`config.mk`:
```
export PLATFORM = sky130hd
export DESIGN_NAME = sram_ctrl
export DESIGN_NICKNAME = d
export VERILOG_FILES = /design/src/rtl/sram_ctrl.sv
export SDC_FILE = /design/constraint.sdc
export NUM_CORES = 1
export LEC_CHECK = 0
export ABC_AREA = 1
export ABC_CLOCK_PERIOD_IN_PS = 1510
export CORE_MARGIN = 4
export CORE_UTILIZATION = 40
export CTS_CLUSTER_SIZE = 16
export DETAILED_ROUTE_END_ITERATION = 7
export HOLD_SLACK_MARGIN = 0.08
export PLACE_DENSITY = 0.76
export SLEW_MARGIN = 10
export SYNTH_ARGS = -nofsm -noshare
export SYNTH_HDL_FRONTEND = slang
export SYNTH_SLANG_ARGS = --single-unit
export TNS_END_PERCENT = 5
```
`constraint.sdc`:
```
create_clock -name clk -period 1.51 [get_ports clk]
set_clock_uncertainty 0.1 [all_clocks]
set_input_delay 0.151 -clock clk [delete_from_list [all_inputs] [get_ports clk]]
set_output_delay 0.151 -clock clk [all_outputs]
set_load 0.01 [all_outputs]
```
`src/rtl/sram_ctrl.sv`:
```
`default_nettype none
// ============================================================================
// Module   : sram_ctrl
// Purpose  : Synchronous front-end controller for a 256x8 asynchronous SRAM.
//            Accepts single-beat read/write requests on a valid/ready
//            handshake. Generates cs/wr/rd strobes with one cycle of setup and
//            one cycle of hold around a WAIT-cycle write pulse or a
//            (WAIT+1)-cycle read access. Read data is returned on a one-cycle
//            response strobe.
// Params   : WAIT                - strobe width in clock cycles, 1..15
// Macro    : SRAM_CTRL_VERIFY_EN - when defined, every write is followed by a
//            read-back of the same address. A mismatch sets the sticky err
//            flag. When undefined, err is tied to 0.
// Ports    : clk, rst_n (async active-low)
//            req_valid/req_ready/req_we/req_addr/req_wdata - request channel
//            rsp_valid/rsp_rdata                           - read response
//            err                                           - sticky verify error
//            sram_cs/sram_wr/sram_rd(active-low)/sram_addr/sram_din/sram_dout
// Revision : 1.0 - initial release
// ============================================================================
module sram_ctrl #(
    parameter int unsigned WAIT = 1
) (
    input  logic       clk,
    input  logic       rst_n,
    input  logic       req_valid,
    output logic       req_ready,
    input  logic       req_we,
    input  logic [7:0] req_addr,
    input  logic [7:0] req_wdata,
    output logic       rsp_valid,
    output logic [7:0] rsp_rdata,
    output logic       err,
    output logic       sram_cs,
    output logic       sram_wr,
    output logic       sram_rd,
    output logic [7:0] sram_addr,
    output logic [7:0] sram_din,
    input  logic [7:0] sram_dout
);

    // Counter reload values: the pulse/access state is left when the count hits 0.
    localparam logic [3:0] C_CNT_PULSE  = 4'(WAIT - 1);
    localparam logic [3:0] C_CNT_ACCESS = 4'(WAIT);

    typedef enum logic [3:0] {
        S_IDLE    = 4'd0,
        S_WSETUP  = 4'd1,
        S_WPULSE  = 4'd2,
        S_WHOLD   = 4'd3,
        S_RSETUP  = 4'd4,
        S_RACCESS = 4'd5,
        S_RHOLD   = 4'd6
`ifdef SRAM_CTRL_VERIFY_EN
        ,
        S_VSETUP  = 4'd7,
        S_VACCESS = 4'd8,
        S_VHOLD   = 4'd9
`endif
    } state_t;

    state_t     r_state;
    state_t     w_state_nxt;
    logic [3:0] r_cnt;
    logic [3:0] w_cnt_nxt;
    logic       w_accept;
    logic       w_capture;
    logic       w_vcheck;
    logic       w_cs_nxt;
    logic       w_wr_nxt;
    logic       w_rd_nxt;

    logic       r_cs;
    logic       r_wr;
    logic       r_rd;
    logic [7:0] r_addr;
    logic [7:0] r_wdata;
    logic [7:0] r_rdata;

    // ------------------------------------------------------------------
    // Next-state logic. Strobes are decoded from the NEXT state and then
    // registered, so cs/wr/rd come straight from flops and cannot glitch
    // toward the asynchronous SRAM.
    // ------------------------------------------------------------------
    always_comb begin
        w_state_nxt = r_state;
        w_cnt_nxt   = r_cnt;
        w_accept    = 1'b0;
        w_capture   = 1'b0;
        w_vcheck    = 1'b0;

        case (r_state)
            S_IDLE: begin
                if (req_valid) begin
                    w_accept    = 1'b1;
                    w_state_nxt = req_we ? S_WSETUP : S_RSETUP;
                end
            end
            S_WSETUP: begin
                w_state_nxt = S_WPULSE;
                w_cnt_nxt   = C_CNT_PULSE;
            end
            S_WPULSE: begin
                if (r_cnt == 4'd0) w_state_nxt = S_WHOLD;
                else               w_cnt_nxt   = r_cnt - 4'd1;
            end
            S_WHOLD: begin
`ifdef SRAM_CTRL_VERIFY_EN
                w_state_nxt = S_VSETUP;
`else
                w_state_nxt = S_IDLE;
`endif
            end
            S_RSETUP: begin
                w_state_nxt = S_RACCESS;
                w_cnt_nxt   = C_CNT_ACCESS;
            end
            S_RACCESS: begin
                if (r_cnt == 4'd0) begin
                    w_state_nxt = S_RHOLD;
                    w_capture   = 1'b1;
                end else begin
                    w_cnt_nxt   = r_cnt - 4'd1;
                end
            end
            S_RHOLD: begin
                w_state_nxt = S_IDLE;
            end
`ifdef SRAM_CTRL_VERIFY_EN
            S_VSETUP: begin
                w_state_nxt = S_VACCESS;
                w_cnt_nxt   = C_CNT_ACCESS;
            end
            S_VACCESS: begin
                if (r_cnt == 4'd0) begin
                    w_state_nxt = S_VHOLD;
                    w_vcheck    = 1'b1;
                end else begin
                    w_cnt_nxt   = r_cnt - 4'd1;
                end
            end
            S_VHOLD: begin
                w_state_nxt = S_IDLE;
            end
`endif
            default: begin
                w_state_nxt = S_IDLE;
            end
        endcase

        w_cs_nxt = (w_state_nxt != S_IDLE);
        w_wr_nxt = (w_state_nxt == S_WPULSE);
`ifdef SRAM_CTRL_VERIFY_EN
        w_rd_nxt = !((w_state_nxt == S_RACCESS) || (w_state_nxt == S_VACCESS));
`else
        w_rd_nxt = !(w_state_nxt == S_RACCESS);
`endif
    end

    // ------------------------------------------------------------------
    // State, strobe and datapath registers
    // ------------------------------------------------------------------
    always_ff @(posedge clk or negedge rst_n) begin
        if (!rst_n) begin
            r_state <= S_IDLE;
            r_cnt   <= 4'd0;
            r_cs    <= 1'b0;
            r_wr    <= 1'b0;
            r_rd    <= 1'b1;
            r_addr  <= 8'h00;
            r_wdata <= 8'h00;
            r_rdata <= 8'h00;
        end else begin
            r_state <= w_state_nxt;
            r_cnt   <= w_cnt_nxt;
            r_cs    <= w_cs_nxt;
            r_wr    <= w_wr_nxt;
            r_rd    <= w_rd_nxt;
            // Address and write data move only on the accept edge, so they
            // stay stable through setup, strobe and hold.
            if (w_accept) begin
                r_addr  <= req_addr;
                r_wdata <= req_wdata;
            end
            if (w_capture) begin
                r_rdata <= sram_dout;
            end
        end
    end

`ifdef SRAM_CTRL_VERIFY_EN
    logic r_err;

    always_ff @(posedge clk or negedge rst_n) begin
        if (!rst_n) begin
            r_err <= 1'b0;
        end else if (w_vcheck && (sram_dout != r_wdata)) begin
            r_err <= 1'b1;
        end
    end

    assign err = r_err;
`else
    assign err = 1'b0;
`endif

    assign req_ready = (r_state == S_IDLE);
    assign rsp_valid = (r_state == S_RHOLD);
    assign rsp_rdata = r_rdata;
    assign sram_cs   = r_cs;
    assign sram_wr   = r_wr;
    assign sram_rd   = r_rd;
    assign sram_addr = r_addr;
    assign sram_din  = r_wdata;

endmodule
`default_nettype wire

```
# Word level (Yosys, flattened, before mapping)
# Index checks and enable logic that the tools add are counted.
# Widths: inputs -> output; s select.
[classes] addsub=1 reduce_logical=7 mux=11 n_eq_ne=8
[ops] operator="$pmux 4 s5" n=1
[ops] operator="$eq 4x3->1 const B" n=4
[ops] operator="$mux 4" n=4
[ops] operator="$pmux 4 s3" n=1
[ops] operator="$eq 4x2->1 const B" n=2
[ops] operator="$logic_not 4->1" n=2
[ops] operator="$eq 4x1->1 const B" n=1
[ops] operator="$mux 1" n=4
[ops] operator="$reduce_bool 4->1" n=1
[ops] operator="$sub 4x1->4 const B" n=1
[ops] operator="$mux 3" n=1
[ops] operator="$reduce_bool 3->1" n=1
[ops] operator="$ne 2x2->1 const B" n=1
[ops] operator="$reduce_and 2->1" n=1
[ops] operator="$reduce_or 2->1" n=1
[ops] operator="$logic_not 1->1" n=1
[totals] out_inout_bits=30 elab_cells=35 reg_bits=35 inputBits=28

# Logic depth before layout (Yosys ltp)
# Gate-level depths: netlist of run 1.
[logic_depth] word_depth=5 ltp_mapped=9

# Least setup slack after synthesis of run 1
# Ideal clock, no wire load.
[synth_path] kind="register to register" start="register r_cnt[0]" end="register r_cs (netlist: sram_cs)" n_path_buf=1 t_arrival_ns=1.187 setup_time_ns=0.127 stages_incl_launch_ff=9 required_ns=1.283 setup_slack_ns=0.096 path_cell_list="dfrtp_1 inv_1 ha_1 nand2_1 nor2_4 buf_6 o21ai_0 nor2_1 nand3_1"
[synth_between] elab_chain_cells=4
[synth_lines] element="start, declared" line_no="64" rtl="logic [3:0] r_cnt;"
[synth_lines] element="start signal, assigned" line_no="175" rtl="r_cnt <= w_cnt_nxt;"
[synth_lines] element="$logic_not 4->1 *" line_no="104, 119"
[synth_lines] element="$mux 4 (on tied branches)" line_no="119, 104"
[synth_lines] element="$pmux 4 s5 *" line_no="92" rtl="case (r_state)"
[synth_lines] element="$reduce_bool 4->1 *" line_no="151" rtl="w_cs_nxt = (w_state_nxt != S_IDLE);"
[synth_lines] element="net w_cs_nxt" line_no="69" rtl="logic w_cs_nxt;"
[synth_lines] element="end signal, assigned" line_no="176" rtl="r_cs <= w_cs_nxt;"
[synth_lines] element="end, declared" line_no="73" rtl="logic r_cs;"
# The timed path passes the listed nets; every way through them passes the cells marked *.
# A chain may end at the register's enable or synchronous reset.

# Worst setup path in the final report of run 1
[layout_path] start="register r_rdata[3] (netlist: rsp_rdata[3])" end="output port rsp_rdata[3]"
[layout_rtl] element="start, declared" line_no="78" rtl="logic [7:0] r_rdata;"
[layout_rtl] element="start signal, assigned" line_no="186" rtl="r_rdata <= sram_dout;"
[layout_rtl] element="end, declared" line_no="32" rtl="output logic [7:0] rsp_rdata,"
# No word-level cell between the ends.

==> results.ini, run 1 <==
[worst_setup_path]
cpPeakStageDelay_ns=0.54
cp_cell_sequence=clkdlybuf4s50_1
path_buf_inv=1
ff2ff_setup_slack_ns=0.08
critPathTopFamily=buffers and inverters
r2r_cells=10
slowest_stage=clkdlybuf4s50_1
crit_path_start_kind=flop
worstSetupEndpointType=primary output
cp_data_required_time_ns=1.26
worstReg2RegStart=r_state[1]$_DFF_PN0_
r2r-end=r_cnt[0]$_DFFE_PN0P_
critPathKind=flop to primary output
crit_fanout=2
worstPathArrival_ns=1.19
critical_path_depth=1

[power]
p_seq_frac=0.335
p_leak_nw=1.20
p_sw_w=0.00181
p_sw_frac=0.382
p_comb_frac=0.506
powerDensity_mw_per_mm2=1990
pwr-share-clk=0.158
peakVddDrop_mv=0.918
p_int_w=0.00294
p_total_w=0.00475

[routing]
avgRoutedWirePerCell_um=12.3
drt_iter0_markers=58
avgViaCountPerCell=4.64
drtPass1Iterations=4
drc=0
vias=1430
ant_nets=0
routed_wl_um=3780

[die]
dieArea_mm2=0.00511
rows=22
die_y_um=71.5
core_area_mm2=0.00377
boundaryPins=58
initial_core_util=0.427
fp.dieW_um=71.5

[logic_synthesis]
synth-adder-area-share=0.0155
synthXorXnorAreaFrac=0.00543
synth_most_common_cell=nand2_1
muxShareOfSynthArea=0
post_synth_and_or_nand_nor_area_fraction=0.338
synth_top_area_share=0.528
synth_area_mm2=0.00161
syn_avg_cell_area_um2=8.48
syn-instance-count=190
synth_largest_area_cell=dfrtp_1
synth_ff_type=dfrtp_1
synth_common_cells=nand2_1, dfrtp_1, nand3_1
synth-seq-cells=35
synth_enable_flop_cells=0
synth_compound_area_frac=0.0256
synth_warnings=0
synth_seq_area_share=0.544
synthTopCellsByArea=dfrtp_1, nand2_1, nand3_1
synth_top_family_by_area=simple AND/OR/NAND/NOR gates
async_flop_share=1.00
yosysUniqueCellTypes=24

[cts]
cts_hold_buf=0
cts_made_buffers=5
clkSinkCount=35
max-clock-path-buffers=2
clk_pin_slew_ns=0.07
clk_latency_ns=0.29
cts_tree=built
clock-root-buffer=clkbuf_8
post-cts-setup-buffer-count=0
cts-htree-levels=2

[layout]
final_nets=289
drive_gt1_frac=0.154
fillers=357
antenna_cells=0
fin_util=0.635
syn2layout_area_growth_pct=48.5

[grt]
grt.overflow.total=0
grt_use_total=0.163
grt_pass1_wl_um=6420
grt_pass1_vias=1399
grt_max_degree=36
antenna_found_initial=0

[sta]
setup_viol=0
max_freq_mhz=693
rsz0062_at_grt=true
min_period_over_period=0.956
maxSlewViolCount=0
min_period_ns=1.44
finalHoldViolCount=0

[worst_hold_path]
hold_path_class=primary input to asynchronous set/reset pin

[place]
routabilityCongestion=0.841
portBuffers=56
dpl.hpwl_um=2900

[flow_run]
cap_viol_max_count=0

[run_status]
status=finished, final reports clean

## flip-flops by register name, summed over array words and instances (netlist names)
name	flops
r_cnt	4
r_state	4
rsp_rdata	8
sram_addr	8
sram_cs	1
sram_din	8
sram_rd	1
sram_wr	1
## area by class of cell
type	count	area [um2]	share of cell area
sequential	35	877	0.366
timing repair buffer	68	656	0.274
multi-input combinational	135	642	0.268
clock buffer	7	96.3	0.0403
tap	48	60.1	0.0251
inverter	14	55.1	0.0230
clock inverter	1	7.51	0.00314
## power groups by stage
stage               registers (W)  logic (W)  clock network [W]
floorplan                 0.00175    0.00120                  0
global placement          0.00160    0.00236                  0
detailed placement        0.00161    0.00241                  0
CTS                       0.00160    0.00243           0.000770
global route              0.00167    0.00269           0.000809
finish                    0.00159    0.00241           0.000752
## what timing repair did
item,in CTS,in global routing
setup endpoints to repair,19,24
gates resized for setup,9,6
hold endpoints to repair,0,0
## worst max-delay path by stage
stage | startpoint | to | slack (ns)
2_1_floorplan | r_cnt[0]$_DFFE_PN0P_ | sram_cs$_DFF_PN0_ | 0.1
3_3_place_gp | r_state[3]$_DFF_PN0_ | rsp_valid | -0.02
3_5_place_dp | r_state[1]$_DFF_PN0_ | sram_addr[6]$_DFFE_PN0P_ | -0.06
4_1_cts | r_state[2]$_DFF_PN0_ | req_ready | -0.06
5_1_grt | r_state[1]$_DFF_PN0_ | r_cnt[0]$_DFFE_PN0P_ | -0.03
6_report | rsp_rdata[3]$_DFFE_PN0P_ | rsp_rdata[3] | 0.07
## through the flow
stage	instances	setup WS, ns	TNS [ns]	hold slack (ns)	instance area [um2]
floorplan	191	0.0961	0	-0.245	1620
global placement	300	-0.0213	-0.0287	0.353	2280
detailed placement	300	-0.0639	-0.857	0.360	2280
CTS	308	-0.0566	-0.0566	0.132	2390
global route	308	-0.0332	-0.0750	0.146	2390
finish	308	0.0665	0	0.131	2390
## layer usage
layer / routed length [um] / part of all wire / track usage
met1: 1700 / 0.45 / 0.205
met2: 1710 / 0.45 / 0.261
met3: 310 / 0.082 / 0.0491
met4: 68 / 0.018 / 0.0689
met5: 0 / 0 / 0
## cell families (layout without fill, tap and decap cells)
kind of cell / count (synthesis) / count (layout)
buffers and inverters: 21 / 90
AOI/OAI and AO/OA: 7 / 7
DFF: 35 / 35
other: 1 / 2
xor gates and xnor gates: 1 / 1
adders and majority gates: 2 / 2
and+or+nand+nor: 123 / 123
## cells in the final DEF (no fill, tap or decap), drive strengths merged
cell type,instances
nand2,83
nor2,10
clkinvlp,1
conb,2
xor2,1
a21oi,1
dfrtp,34
nand3,29
buf,13
clkdlybuf4s50,53
nor3,1
o21a,1
dlygate4sd2,1
o21ai,5
clkbuf,8
inv,14
ha,2
dfstp,1
(Power assumes the default switching activity.)
==> inputs of run 2 (changes only) <==
--- a/config.mk
+++ b/config.mk
@@ -11,6 +11,7 @@
 export CORE_UTILIZATION = 40
 export CTS_CLUSTER_SIZE = 16
 export DETAILED_ROUTE_END_ITERATION = 7
+export GPL_TIMING_DRIVEN = 0
 export HOLD_SLACK_MARGIN = 0.08
 export PLACE_DENSITY = 0.76
 export SLEW_MARGIN = 10
==> run 2 against run 1 <==
Critical path depth grew 5. Sequential cell count is the same. Clock-buffer cell count is the same. Sequential share of layout area shrank 0.73 points. Register-to-register slack lost 0.03 ns. Die area is the same. Sequential power is essentially flat. Global-route usage shrank 1.7 points. Clock power shrank 17%. Worst hold slack gained 0.20 ns. Final cell count grew 2.6%. Non-clock buffer count grew 8. The run now ends with negative setup slack left.
==> results.ini, run 2 (synthesized netlist as in run 1, its figures left out) <==
[worst_setup_path]
cp_data_required_time_ns=1.26  ; about the same
cp-startpoint=r_state[3]$_DFF_PN0_  ; was rsp_rdata[3]$_DFFE_PN0P_
crit_path_start_kind=flop  ; unchanged
crit_fanout=5  ; was 2
endpoint=req_ready  ; was rsp_rdata[3]
worstSetupEndpointType=primary output  ; unchanged
worstPathArrival_ns=1.27  ; was 1.19 ns
critPathKind=flop to primary output  ; unchanged
r2r-end=sram_cs$_DFF_PN0_  ; was r_cnt[0]$_DFFE_PN0P_
worstReg2RegStart=r_cnt[0]$_DFFE_PN0P_  ; was r_state[1]$_DFF_PN0_
r2r_cells=8  ; was 10
ff2ff_setup_slack_ns=0.05  ; was 0.08 ns

[cts]
cts_made_buffers=5  ; unchanged
max-clock-path-buffers=2  ; unchanged
cts_tree=built  ; unchanged
clkSinkCount=35  ; unchanged
cts-htree-levels=2  ; unchanged
clk_pin_slew_ns=0.07  ; about the same
clock-root-buffer=clkbuf_8  ; unchanged
clk_latency_ns=0.27  ; was 0.29 ns

[layout]
syn2layout_area_growth_pct=51.6  ; was 48.5%
antenna_cells=0  ; unchanged
fillers=349  ; was 357
finalInstanceArea_mm2=0.00244  ; was 0.00239 mm2
final_common_cell=nand2_1  ; unchanged
final_cells=316  ; was 308
final_cell_mix=nand2_1, clkdlybuf4s50_1, dfrtp_1  ; unchanged
final_nets=297  ; was 289
drive_gt1_frac=0.172  ; was 0.154

[routing]
drc=0  ; unchanged
drtPass1Iterations=4  ; unchanged
avgViaCountPerCell=4.57  ; was 4.64
ant_nets=0  ; unchanged
drt_iter0_markers=81  ; was 58
avgRoutedWirePerCell_um=11.8  ; was 12.3 um
vias=1444  ; was 1430
routed_wl_um=3720  ; was 3780 um

[sta]
min_period_ns=1.52  ; was 1.44 ns
finalHoldViolCount=0  ; unchanged
fin_ws_ns=-0.00860  ; was 0.0665 ns
rsz0062_at_grt=true  ; unchanged
maxSlewViolCount=0  ; unchanged
setup_viol=1  ; was 0
min_period_over_period=1.01  ; was 0.956
finalSetupTns_ns=-0.00860  ; was 0 ns
max_freq_mhz=659  ; was 693 MHz
maxSlewHeadroom=0.496
tightest_slew_ns=0.755

[power]
p_seq_frac=0.315  ; was 0.335
p_sw_w=0.00189  ; was 0.00181 W
p_sw_frac=0.372  ; was 0.382
p_comb_frac=0.561  ; was 0.506
pwr-share-clk=0.124  ; was 0.158
powerDensity_mw_per_mm2=2080  ; was 1990 mW/mm2
p_int_w=0.00318  ; was 0.00294 W
p_leak_nw=1.23  ; was 1.20 nW
peakVddDrop_mv=1.05  ; was 0.918 mV

[worst_hold_path]
holdPathStages=3
hold_path_class=primary input to flop  ; was primary input to asynchronous set/reset pin

[grt]
antenna_found_initial=0  ; unchanged
grt.overflow.total=0  ; unchanged
grt_pass1_wl_um=5980  ; was 6420 um
grt_max_degree=36  ; unchanged
grt_use_total=0.146  ; was 0.163
grt_pass1_vias=1316  ; was 1399

[die]
boundaryPins=58  ; unchanged
core_area_mm2=0.00377  ; unchanged
die_y_um=71.5  ; unchanged
rows=22  ; unchanged
fp.dieW_um=71.5  ; unchanged
dieArea_mm2=0.00511  ; unchanged
initial_core_util=0.427  ; unchanged

[run_status]
violations=negative setup slack
status=finished, violations left  ; was finished, final reports clean

[place]
place_inst=295  ; was 300
portBuffers=56  ; unchanged
pre_cts_ws_ns=-0.291  ; was -0.0639 ns
placed_area_mm2=0.00223  ; was 0.00228 mm2
routabilityCongestion=0.753  ; was 0.841
dpl.hpwl_um=2640  ; was 2900 um

[flow_run]
cap_viol_max_count=0  ; unchanged

-- run 2: changes by cell type in the layout (fill, tap and decap cells not counted) --
cell,previous run,this run
dlygate4sd3_1,0,1
clkdlybuf4s50_1,53,52
buf_4,10,12
nor2_1,6,7
clkinv_2,0,1
clkinvlp_4,1,0
inv_1,10,9
buf_6,1,4
inv_2,3,4
buf_2,1,3
clkbuf_8,7,5
nor2_2,2,1
clkbuf_1,0,2
buf_8,0,1
-- run 2: power groups by stage --
stage	registers, W	clock network, W	logic (W)
4_1_cts	0.00160	0.000652	0.00243
3_5_place_dp	0.00161	0	0.00239
3_3_place_gp	0.00160	0	0.00234
6_report	0.00160	0.000627	0.00284
5_1_grt	0.00166	0.000700	0.00311
2_1_floorplan	0.00175	0	0.00120
-- run 2: repair_timing --
item | 4_1_cts | 5_1_grt
pin swaps | 1 | 3
hold buffers | 1 | 0
buffers inserted | 1 | 11
endpoints found under the setup margin | 5 | 16
endpoints found under the hold margin | 34 | 0
gates resized for setup | 11 | 7
-- run 2: critical path, cell delays in order, from the launching register on --
cell and delay [ns]:
dfrtp_1 0.41, inv_1 0.11, nand2_4 0.06, nor2_4 0.11, buf_6 0.11, buf_8 0.10, buf_6 0.09
-- run 2: routing by layer --
layer  part of all wire  track usage  vias to the layer above
met5                  0            0                        -
met4             0.0043       0.0251                        0
met3              0.085       0.0505                        2
met2               0.45        0.231                       54
met1               0.46        0.198                      646
li1                   -            -                      742
-- run 2: metrics by stage --
step | util | total power [W] | hold WS, ns
final | 0.648 | 0.00507 | 0.327
after global routing | 0.648 | 0.00547 | 0.332
after CTS | 0.619 | 0.00468 | 0.315
after detailed placement | 0.592 | 0.00399 | 0.169
after global placement | 0.593 | 0.00394 | 0.353
after floorplan | - | 0.00295 | -0.245
-- run 2: final cells by class --
class | count | area [um2] | area share
plain buffers | 7 | 66.3 | 0.0272
repair buffers | 69 | 663 | 0.272
clock inverters | 1 | 5.00 | 0.00205
multi-input cells | 135 | 639 | 0.262
clock buffers | 7 | 76.3 | 0.0313
well taps | 48 | 60.1 | 0.0246
inverters | 14 | 55.1 | 0.0225
flip-flops and latches | 35 | 877 | 0.359
-- run 2: worst min path at each step --
stage                             start                       end  slack, ns
2_1_floorplan                     rst_n      r_cnt[0]$_DFFE_PN0P_      -0.24
3_3_place_gp   sram_addr[7]$_DFFE_PN0P_  sram_addr[7]$_DFFE_PN0P_       0.35
3_5_place_dp                      rst_n   sram_din[4]$_DFFE_PN0P_       0.17
4_1_cts                    sram_dout[1]  rsp_rdata[1]$_DFFE_PN0P_       0.32
5_1_grt                    sram_dout[7]  rsp_rdata[7]$_DFFE_PN0P_       0.33
6_report                   sram_dout[1]  rsp_rdata[1]$_DFFE_PN0P_       0.33
